$ cat src/rtl/stop_watch_multi.sv
// N-digit BCD stopwatch/timer with up/down counting, wrap-or-saturate end
// behaviour and a lap (split-hold) display. Digits are exposed on one flat bus.
module stop_watch_multi #(
  parameter int DVSR  = 5000000,
  parameter int N_DIG = 4
) (
  input  logic               clk,
  input  logic               reset,
  input  logic               go,
  input  logic               clr,
  input  logic               up,
  input  logic               wrap_en,
  input  logic               lap,
  output logic [4*N_DIG-1:0] d,
  output logic               held,
  output logic               done,
  output logic               wrap,
  output logic               tick
);

  localparam int CW   = 4 * N_DIG;
  localparam int PC_W = (DVSR > 1) ? $clog2(DVSR) : 1;
  localparam logic [PC_W-1:0] PC_MAX = PC_W'(DVSR - 1);

  logic [PC_W-1:0] pc_q,    pc_d;
  logic [CW-1:0]   cnt_q,   cnt_d;
  logic [CW-1:0]   hold_q,  hold_d;
  logic            held_q,  held_d;
  logic            done_q,  done_d;
  logic            wrap_q,  wrap_d;
  logic            lap_q,   lap_d;

  logic            lap_edge;
  logic            at_limit;

  // Every digit set to 9: the up-count limit and the down-count wrap target.
  function automatic logic [CW-1:0] all_nines();
    logic [CW-1:0] r;
    r = '0;
    for (int i = 0; i < N_DIG; i++) r[4*i +: 4] = 4'd9;
    return r;
  endfunction

  // BCD increment with full ripple carry; digits at 9 roll to 0.
  function automatic logic [CW-1:0] bcd_inc(input logic [CW-1:0] v);
    logic [CW-1:0] r;
    logic          carry;
    r     = v;
    carry = 1'b1;
    for (int i = 0; i < N_DIG; i++) begin
      if (carry) begin
        if (v[4*i +: 4] == 4'd9) begin
          r[4*i +: 4] = 4'd0;
        end else begin
          r[4*i +: 4] = v[4*i +: 4] + 4'd1;
          carry       = 1'b0;
        end
      end
    end
    return r;
  endfunction

  // BCD decrement with full ripple borrow; digits at 0 roll to 9.
  function automatic logic [CW-1:0] bcd_dec(input logic [CW-1:0] v);
    logic [CW-1:0] r;
    logic          borrow;
    r      = v;
    borrow = 1'b1;
    for (int i = 0; i < N_DIG; i++) begin
      if (borrow) begin
        if (v[4*i +: 4] == 4'd0) begin
          r[4*i +: 4] = 4'd9;
        end else begin
          r[4*i +: 4] = v[4*i +: 4] - 4'd1;
          borrow      = 1'b0;
        end
      end
    end
    return r;
  endfunction

  // Once done is set the prescaler freezes, so no further ticks can occur.
  assign tick     = go & ~done_q & (pc_q == PC_MAX);
  assign lap_edge = lap & ~lap_q;
  assign at_limit = up ? (cnt_q == all_nines()) : (cnt_q == '0);

  // Next-state for prescaler, live count, end flags and lap hold.
  always_comb begin
    pc_d   = pc_q;
    cnt_d  = cnt_q;
    hold_d = hold_q;
    held_d = held_q;
    done_d = done_q;
    wrap_d = 1'b0;
    lap_d  = lap;

    if (go && !done_q) begin
      pc_d = tick ? '0 : pc_q + PC_W'(1);
    end

    if (tick) begin
      if (at_limit) begin
        if (wrap_en) begin
          cnt_d  = up ? '0 : all_nines();
          wrap_d = 1'b1;
        end else begin
          done_d = 1'b1;
        end
      end else begin
        cnt_d = up ? bcd_inc(cnt_q) : bcd_dec(cnt_q);
      end
    end

    // Entering hold captures the count as it stood before this edge's step.
    if (lap_edge) begin
      held_d = ~held_q;
      if (!held_q) hold_d = cnt_q;
    end

    if (reset || clr) begin
      pc_d   = '0;
      cnt_d  = '0;
      hold_d = '0;
      held_d = 1'b0;
      done_d = 1'b0;
      wrap_d = 1'b0;
    end
  end

  // State register; lap_q always follows lap so a lap held through reset is not an edge.
  always_ff @(posedge clk) begin
    pc_q   <= pc_d;
    cnt_q  <= cnt_d;
    hold_q <= hold_d;
    held_q <= held_d;
    done_q <= done_d;
    wrap_q <= wrap_d;
    lap_q  <= lap_d;
  end

  assign d    = held_q ? hold_q : cnt_q;
  assign held = held_q;
  assign done = done_q;
  assign wrap = wrap_q;

endmodule
$ cat config.mk
export PLATFORM = sky130hd
export DESIGN_NAME = stop_watch_multi
export DESIGN_NICKNAME = d
export VERILOG_FILES = /design/src/rtl/stop_watch_multi.sv
export SDC_FILE = /design/constraint.sdc
export NUM_CORES = 1
export LEC_CHECK = 0
export CORE_MARGIN = 5
export CORE_UTILIZATION = 45
export CTS_CLUSTER_SIZE = 10
export DETAILED_ROUTE_END_ITERATION = 8
export PLACE_DENSITY = 0.71
export SLEW_MARGIN = 10
export SYNTH_ARGS = -nofsm -noshare
export SYNTH_HDL_FRONTEND = slang
export SYNTH_SLANG_ARGS = --single-unit
$ cat constraint.sdc
create_clock -name clk -period 3.3 [get_ports clk]
set_clock_uncertainty 0.15 [all_clocks]
set_input_delay 0.33 -clock clk [delete_from_list [all_inputs] [get_ports clk]]
set_output_delay 0.33 -clock clk [all_outputs]
set_load 0.02 [all_outputs]
==> flow_summary.toml <==
[finish]
drive_gt1_share_pct = 12.07
layout_common_cells = "nand2_1 (60), dfxtp_1 (59), nor2_1 (35), a21oi_1 (34), clkdlybuf4s50_1 (26)"
stdcell_area_um2 = 3837
nFillCells = 710
fin_util_pct = 52.91
final_common_cell = "nand2_1"
area_growth_pct = 14.70
nNetsFinal = 443
antenna_cells = 0

[floorplanning]
dieArea_um2 = 9259
core_area_um2 = 7253
initial_core_util_pct = 46.13
die-width_um = 96.23
io_pins = 27
fp.dieH_um = 96.23
fp-row-count = 31

[clock_tree]
cts_hold_buf = 0
ctsRootBufferMaster = "clkbuf_8"
cts_made_buffers = 9
cts_tree = "yes"
clock_path_buffers = 2
clkTransAtPathRegs_ns = 0.07
ctsHtreeMaxLevel = 3
clock_sinks = 59
clk_latency_ns = 0.33

[timing]
max_freq_mhz = 318.4
period_needed_ns = 3.141
hold_slack_ns = 0.2993
fin_crit_sh_pct = 95.18
maxSlewViolCount = 0
setup_violations = 0
worst_slew_pin_slew_ns = 0.8674
slew_headroom_pct = 42.10
hold_viol_final = 0
grt_setup_unrepaired = "no"
final.setup.tns_ns = 0

[grt]
grt_pass1_vias = 2776
globalRouteTotalUtil_pct = 17.44
grt_antenna_before_repair = 0
grt_max_degree = 33
grt_pass1_wl_um = 12730
grt_overflow = 0

[yosys]
synth_edf_count = 0
syn_nets = 434
ys.flop_type = "dfxtp_1"
ys_warn_count = 0
synthCells = 426
syn_avg_cell_area_um2 = 7.854
async_flop_share_pct = 0
synth.top_cell.area_share_pct = 35.30
seq_area_frac_synth_pct = 35.30
synthTopCellsByArea = "dfxtp_1 (35%), nand2_1 (6.8%), a21oi_1 (5.1%), mux2_2 (4.0%), nor2_1 (3.9%)"
synth_cell_types = 58
synth_top_cell_by_area = "dfxtp_1"
netlist_area_um2 = 3346
synth-seq-cells = 59

[status]
status = "finished clean"

[worst_setup_path]
path_class = "reg2out"
r2r-start = "pc_q[13]$_SDFFE_PP0P_"
critPathBufInv = 2
startpoint = "pc_q[13]$_SDFFE_PP0P_"
critPathMaxFanout = 10
crit_path_end_kind = "output port"
critPathTopFamily = "simple AND/OR/NAND/NOR gates"
worstPathRequired_ns = 2.82
cp_slowest_cell = "clkdlybuf4s50_1"
startpoint_type = "register"
arrival_ns = 2.66
cp_slowest_stage_delay_ns = 0.61
crit_chain = "or4_1, nor4_1, nand2_2, clkinv_1, clkdlybuf4s50_1"

[routing]
drt_iter0_drc = 182
wl_per_cell_um = 14.29
routed_via_density = 5.658
firstDrtPassIters = 4
vias = 3044
drc = 0
final_antenna_net_count = 0
wl_um = 7688

[power]
p_per_area_nw_per_um2 = 376.8
ir_drop_mv = 0.2135
power_leakage_uw = 0.001279

[placement]
io_buffer_count = 26
routabilityCongestion = 0.8504
post-dp-hpwl_um = 5256
place_area_um2 = 3641

[job]
drv_cap = 0

[hold_path]
hp-start = "hold_q[13]$_SDFFE_PP0P_"
hold_path.class = "reg2reg"
[layer usage]
metal  routed length (um)  vias to the layer above  GRT usage, %  part of all wire, %
met3                  362                       10         3.049                  4.7
met1                 3668                     1415         22.74                   48
met2                 3552                       77         27.66                   46
met5                    0                        -             0                    0
met4                  105                        0         8.531                  1.4
li1                     -                     1542             -                    -
[metrics by stage]
stage               std cells  setup WS, ns  total power, uW
detailed placement        523        0.4339            802.6
floorplan                 426        0.8827            779.7
finish                    538        0.1591             1446
global route              538       0.04837             1498
CTS                       538        0.1202             1461
global placement          523        0.4867            801.3
[what timing repair did]
item / CTS / global route
setup endpoints to repair: 0 / 1
resized for setup: 0 / 1
buffers inserted: 0 / 0
endpoints found under the hold margin: 0 / 0
[cells by family after synthesis]
group	Yosys count	synth area share, %
and+or+nand+nor	197	31.04
AOI/OAI and AO/OA	83	15.67
DFF	59	35.30
buffers and inverters	43	5.123
xor gates and xnor gates	26	6.806
muxes	17	5.684
adders and majority gates	1	0.3739
[area by class of cell]
| cell class | instances | area (um^2) | area share (%) |
|---|---|---|---|
| Multi-Input combinational cell | 324 | 1996 | 52.01 |
| Sequential cell | 59 | 1181 | 30.78 |
| Timing Repair Buffer | 33 | 312.8 | 8.151 |
| Clock buffer | 13 | 158.9 | 4.141 |
| Tap cell | 99 | 123.9 | 3.228 |
| Clock inverter | 2 | 35.03 | 0.9129 |
| Inverter | 8 | 30.03 | 0.7825 |
[tightest hold or removal path, stage by stage (launching register included)]
cell     delay [ns]
dfxtp_1        0.31
nand2_1        0.05
a21oi_1        0.05
[cells in the mapped netlist (7+ instances only)]
master	count
a21oi_1	34
and3_1	8
clkbuf_1	31
dfxtp_1	59
inv_1	7
mux2_2	12
nand2_1	61
nand3_1	19
nand4_1	7
nor2_1	35
nor3_1	11
nor4_1	7
o21ai_0	18
or2_2	8
or3_1	8
xnor2_1	11
xor2_1	15
[where the power goes]
part	switching [uW]	internal (uW)
clock	273	385
sequential	3.95	714
combinational	44.1	25.5
total	321	1120
[flip-flops by register name (all words and copies together), names as in the netlist]
| signal | count |
|---|---|
| lap_q | 1 |
| pc_q | 23 |
| held | 1 |
| cnt_q | 16 |
| hold_q | 16 |
| wrap | 1 |
| done | 1 |
[final timing paths]
path                        endpoint  slack, ns  cells after the start
max                             tick       0.16                      5
min          hold_q[13]$_SDFFE_PP0P_       0.30                      2
max reg2reg     pc_q[5]$_SDFFE_PP0P_       0.67                      5
min reg2reg  hold_q[13]$_SDFFE_PP0P_       0.30                      2
No activity file was read; power rests on OpenSTA's default activity.
